<file path="src/rtl/lfsr_pkg.sv">
// lfsr_pkg: shared LFSR constants, mode and period-monitor state types, fault codes and width helpers.
package lfsr_pkg;
    localparam int MAX_W = 11;
    typedef enum logic [1:0] {MODE_8, MODE_9, MODE_10, MODE_11} lfsr_mode_t;
    typedef enum logic [2:0] {PM_IDLE, PM_CAPTURE, PM_MEASURE, PM_DONE, PM_FAULT} pmon_state_t;
    localparam logic [1:0] FLT_NONE    = 2'b00;
    localparam logic [1:0] FLT_LOCKUP  = 2'b01;
    localparam logic [1:0] FLT_TIMEOUT = 2'b10;
    localparam logic [1:0] FLT_STUCK   = 2'b11;
    function automatic int unsigned width_of(lfsr_mode_t m);
        return 32'd8 + 32'(m);
    endfunction
    function automatic int unsigned mask_of(lfsr_mode_t m);
        return (32'd1 << width_of(m)) - 32'd1;
    endfunction
    function automatic int unsigned max_period(lfsr_mode_t m);
        return (32'd1 << width_of(m)) - 32'd1;
    endfunction
endpackage

</file>
<file path="src/rtl/lfsr_period_mon.sv">
// lfsr_period_mon: measures the recurrence period of an LFSR stream and flags lockup/timeout.
// Define LFSR_PMON_STALL_EN to also flag a repeated consecutive sample (stuck, code 11).
module lfsr_period_mon #(
    parameter int MAX_W = 11,
    parameter int CNT_W = 12
) (
    input  logic             clk,
    input  logic             rst_n,
    input  logic [1:0]       mode,
    input  logic             sample_en,
    input  logic [MAX_W-1:0] lfsr_in,
    input  logic             arm,
    input  logic             clear,
    output logic             busy,
    output logic             done,
    output logic [CNT_W-1:0] period,
    output logic             period_ok,
    output logic             fault,
    output logic [1:0]       fault_code
);
    import lfsr_pkg::*;
    pmon_state_t      state;
    lfsr_mode_t       mode_q;
    logic [MAX_W-1:0] seed, v;
    logic [CNT_W-1:0] count, k, max_p;
    logic [1:0]       meas_flt;
    logic             stuck;
    assign v     = lfsr_in & MAX_W'(mask_of(mode_q));
    assign k     = count + CNT_W'(1);
    assign max_p = CNT_W'(max_period(mode_q));
`ifdef LFSR_PMON_STALL_EN
    logic [MAX_W-1:0] prev;
    assign stuck = v == prev;
    always_ff @(posedge clk or negedge rst_n)
        if (!rst_n)
            prev <= '0;
        else if (sample_en && (state == PM_CAPTURE || state == PM_MEASURE))
            prev <= v;
`else
    assign stuck = 1'b0;
`endif
    // k reaching 2^n means a full cycle of samples passed without the seed recurring
    assign meas_flt = v == '0 ? FLT_LOCKUP :
                      stuck ? FLT_STUCK :
                      k == max_p + CNT_W'(1) ? FLT_TIMEOUT : FLT_NONE;
    always_ff @(posedge clk or negedge rst_n) begin
        if (!rst_n) begin
            state      <= PM_IDLE;
            mode_q     <= MODE_8;
            seed       <= '0;
            count      <= '0;
            busy       <= 1'b0;
            done       <= 1'b0;
            period     <= '0;
            period_ok  <= 1'b0;
            fault      <= 1'b0;
            fault_code <= FLT_NONE;
        end else if (clear) begin
            state      <= PM_IDLE;
            busy       <= 1'b0;
            done       <= 1'b0;
            period_ok  <= 1'b0;
            fault      <= 1'b0;
            fault_code <= FLT_NONE;
        end else if (arm) begin
            state      <= PM_CAPTURE;
            mode_q     <= lfsr_mode_t'(mode);
            busy       <= 1'b1;
            done       <= 1'b0;
            period_ok  <= 1'b0;
            fault      <= 1'b0;
            fault_code <= FLT_NONE;
        end else if (sample_en) begin
            case (state)
                PM_CAPTURE: begin
                    seed  <= v;
                    count <= '0;
                    if (v == '0) begin
                        state      <= PM_FAULT;
                        busy       <= 1'b0;
                        fault      <= 1'b1;
                        fault_code <= FLT_LOCKUP;
                    end else
                        state <= PM_MEASURE;
                end
                PM_MEASURE: begin
                    if (v == seed) begin
                        state     <= PM_DONE;
                        busy      <= 1'b0;
                        done      <= 1'b1;
                        period    <= k;
                        period_ok <= k == max_p;
                    end else if (meas_flt != FLT_NONE) begin
                        state      <= PM_FAULT;
                        busy       <= 1'b0;
                        fault      <= 1'b1;
                        fault_code <= meas_flt;
                    end else
                        count <= k;
                end
                default: ;
            endcase
        end
    end
endmodule

</file>
<file path="config.mk">
export PLATFORM = sky130hd
export DESIGN_NAME = lfsr_period_mon
export DESIGN_NICKNAME = d
export VERILOG_FILES = /design/src/rtl/lfsr_pkg.sv /design/src/rtl/lfsr_period_mon.sv
export SDC_FILE = /design/constraint.sdc
export NUM_CORES = 1
export LEC_CHECK = 0
export CORE_MARGIN = 4
export CORE_UTILIZATION = 50
export CTS_CLUSTER_SIZE = 28
export DETAILED_ROUTE_END_ITERATION = 8
export PLACE_DENSITY = 0.76
export SYNTH_ARGS = -nofsm -noshare
export SYNTH_HDL_FRONTEND = slang
export SYNTH_SLANG_ARGS = --single-unit
</file>
<file path="constraint.sdc">
create_clock -name clk -period 2.2 [get_ports clk]
set_input_delay 0.44 -clock clk [delete_from_list [all_inputs] [get_ports clk]]
set_output_delay 0.44 -clock clk [all_outputs]
set_load 0.05 [all_outputs]
</file>
==> flow_summary.ini <==
[grt]
grt_pass1_wl_mm = 12.4
grt_use_total_pct = 23.7
grt_max_degree = 47
globalRouteOverflowTotal = 0
grt_pass1_vias = 2696
antenna_found_initial = 0

[logic_synthesis]
synth_compound_area_share_pct = 15.4
synth_seq_cells = 46
yosysMostFrequentCell = nand2_1
avgSynthCellArea_um2 = 8.96
synth_top_family_by_area = simple AND/OR/NAND/NOR gates
ys.flop_type = dfrtp_1
synthSimpleGateAreaFrac_pct = 24.0
synth_nets = 332
async_reset_ff_share_pct = 100
ys_seq_area_share_pct = 41.3
synth_mux_area_share_pct = 4.80
synth_common_cells = 65 x nand2_1, 46 x dfrtp_1, 23 x o21ai_0, 16 x nor2_1, 16 x xor2_1
synth_top_cell_area_share_pct = 41.3
synth_area_um2 = 2790
synthCells = 311
synth_xor_xnor_area_share_pct = 6.92
yosys-top-cells-area = dfrtp_1 41%, nand2_1 8.8%, xor2_1 5.0%
synth_edf_count = 0
synth.distinct_cells = 56
synth_warnings = 0
synthAdderAreaFrac_pct = 1.75
netlist.top_cell.by_area = dfrtp_1

[timing]
slew_headroom_pct = 59.4
min_period_over_period_pct = 106
max_freq_mhz = 429
skew_ns = 0.00901
period_minus_slack_ns = 2.33
drv_slew = 0
finalHoldViolations = 0
setup_tns_ns = -0.896
worst_pin_slew_ns = 0.609
rsz0062_at_grt = yes
setup-violations-final = 12
layout_setup_ws_ns = -0.131
holdWs_ns = 0.214

[setup_path]
critPathMaxFanout = 6
crit_path_end = count[4]
worstSetupStartpoint = count[4]
crit_arrival_ns = 2.56
timing.rr.end = count[4]
crit_path_end_kind = register
timing.rr.start = count[4]
r2r_cells = 9
crit_required_ns = 2.43
path_class = reg -> reg
start_kind = register
rrSetupSlack_ns = -0.13

[placed_design]
dp_hpwl_mm = 5.20
dp.cells = 454
io_buffer_count = 35
pre_cts_ws_ns = -0.490
globalplace.congestion = 0.991

[clocking]
hold_buffers = 0
clock_path_buffers = 2
cts-root-buf = clkbuf_8
htree_levels = 2
cts_tree = done
cts.clk_slew.worst_paths_ns = 0.09
cts_buffers = 5
worstSkewPairLatency_ns = 0.32
cts_num_sinks = 46

[run_status]
status = finished, violations left
failed_checks = setup timing

[layout]
num-fill-cells = 300
layout.nets = 426
diodes = 0
final-instance-count-excl-fill = 476
drive_gt1_share_pct = 34.5
syn_to_final_growth_pct = 48.2

[floorplanning]
die_w_um = 82.7
die_h_um = 82.7
io_pins = 36
core_um2 = 5240
initial_core_util_pct = 53.2
dieArea_um2 = 6830
row_count = 26

[route]
wl_mm = 8.29
drt-pass1-iter-count = 4
via_per_inst = 5.72
detail_route.iter0.violations = 179
drc = 0
wl_per_cell_um = 17.4
vias = 2724
postRouteAntennaNets = 0

[flow_run]
maxCapViolCount = 0

[pwr]
p_leak_nw = 1.89
ir_drop_mv = 0.418
powerDensity_nw_per_um2 = 605

[worst_hold_path]
hp-class = in -> async
-- timing repair --
| action | in CTS | in global routing |
|---|---|---|
| endpoints found under the setup margin | 20 | 32 |
| gates cloned | 2 | 2 |
| pin swaps | 13 | 25 |
| setup buffers | 8 | 4 |
| gates resized for setup | 31 | 47 |
-- critical path, cell delays in order (launching register included) --
cell       delay, ns
dfrtp_1         0.38
and4_4          0.31
nand4_2         0.23
buf_4           0.23
a21oi_1         0.20
a32oi_2         0.10
and2_4          0.19
o21ai_4         0.23
clkbuf_16       0.19
mux2i_1         0.19
-- metrics by stage --
step	total power [W]	utilization (%)	area (µm²)
after global placement	0.00178	67.6	3540
final	0.00250	78.9	4130
after floorplan	0.00149	-	2800
after CTS	0.00237	73.4	3850
after global routing	0.00264	78.9	4130
after detailed placement	0.00180	67.6	3540
-- logic make-up after synthesis --
group,count (synthesis)
buf+inv,29
mux,13
simple gates,136
compound gates,61
fa+ha+maj,4
flops,46
xor+xnor,22
-- metal layers --
| metal | GRT usage [%] | part of all wire [%] |
|---|---|---|
| met1 | 29.5 | 41 |
| met4 | 8.17 | 2.8 |
| met3 | 4.01 | 4.1 |
| met5 | 0 | 0 |
| met2 | 41.3 | 52 |
-- final cells by class --
type                            instances  area (µm²)  share of cell area, %
Inverter                               11        41.3                   1.00
Tap cell                               70        87.6                   2.12
Sequential cell                        46        1160                   28.0
Clock inverter                          3        21.3                  0.515
Clock buffer                            5        68.8                   1.67
Multi-Input combinational cell        236        1750                   42.3
Timing Repair Buffer                  105        1010                   24.4
-- placed cells by master, fill, tap and decap left out, types with 9 or more instances in the layout --
cell type         n
inv_1            10
nand3_1          11
dfrtp_1          41
xor2_1           14
buf_4            56
o21ai_0          16
mux2i_1           9
nor2_1           15
clkdlybuf4s50_1  25
nand2_1          64
-- flip-flops by register name, summed over array words and instances (netlist names) --
| register | flops |
|---|---|
| done | 1 |
| fault | 1 |
| period | 12 |
| seed | 11 |
| fault_code | 2 |
| period_ok | 1 |
| state | 3 |
| mode_q | 2 |
| count | 12 |
| busy | 1 |
-- report_power, final --
part           internal (W)  switching (W)
Clock              0.000224       0.000318
Sequential         0.000947      0.0000931
Combinational      0.000417       0.000500
Total               0.00159       0.000911
-- worst min path at each step --
| stage | from | end | slack (ns) | cells after the start |
|---|---|---|---|---|
| floorplan | rst_n | busy | 0.14 | 0 |
| finish | rst_n | period_ok | 0.21 | 2 |
| global placement | period[8] | period[8] | 0.46 | 2 |
| CTS | rst_n | period[0] | 0.23 | 2 |
| detailed placement | period[10] | period[10] | 0.47 | 2 |
| global route | rst_n | period[0] | 0.26 | 2 |
(Power assumes the default switching activity.)
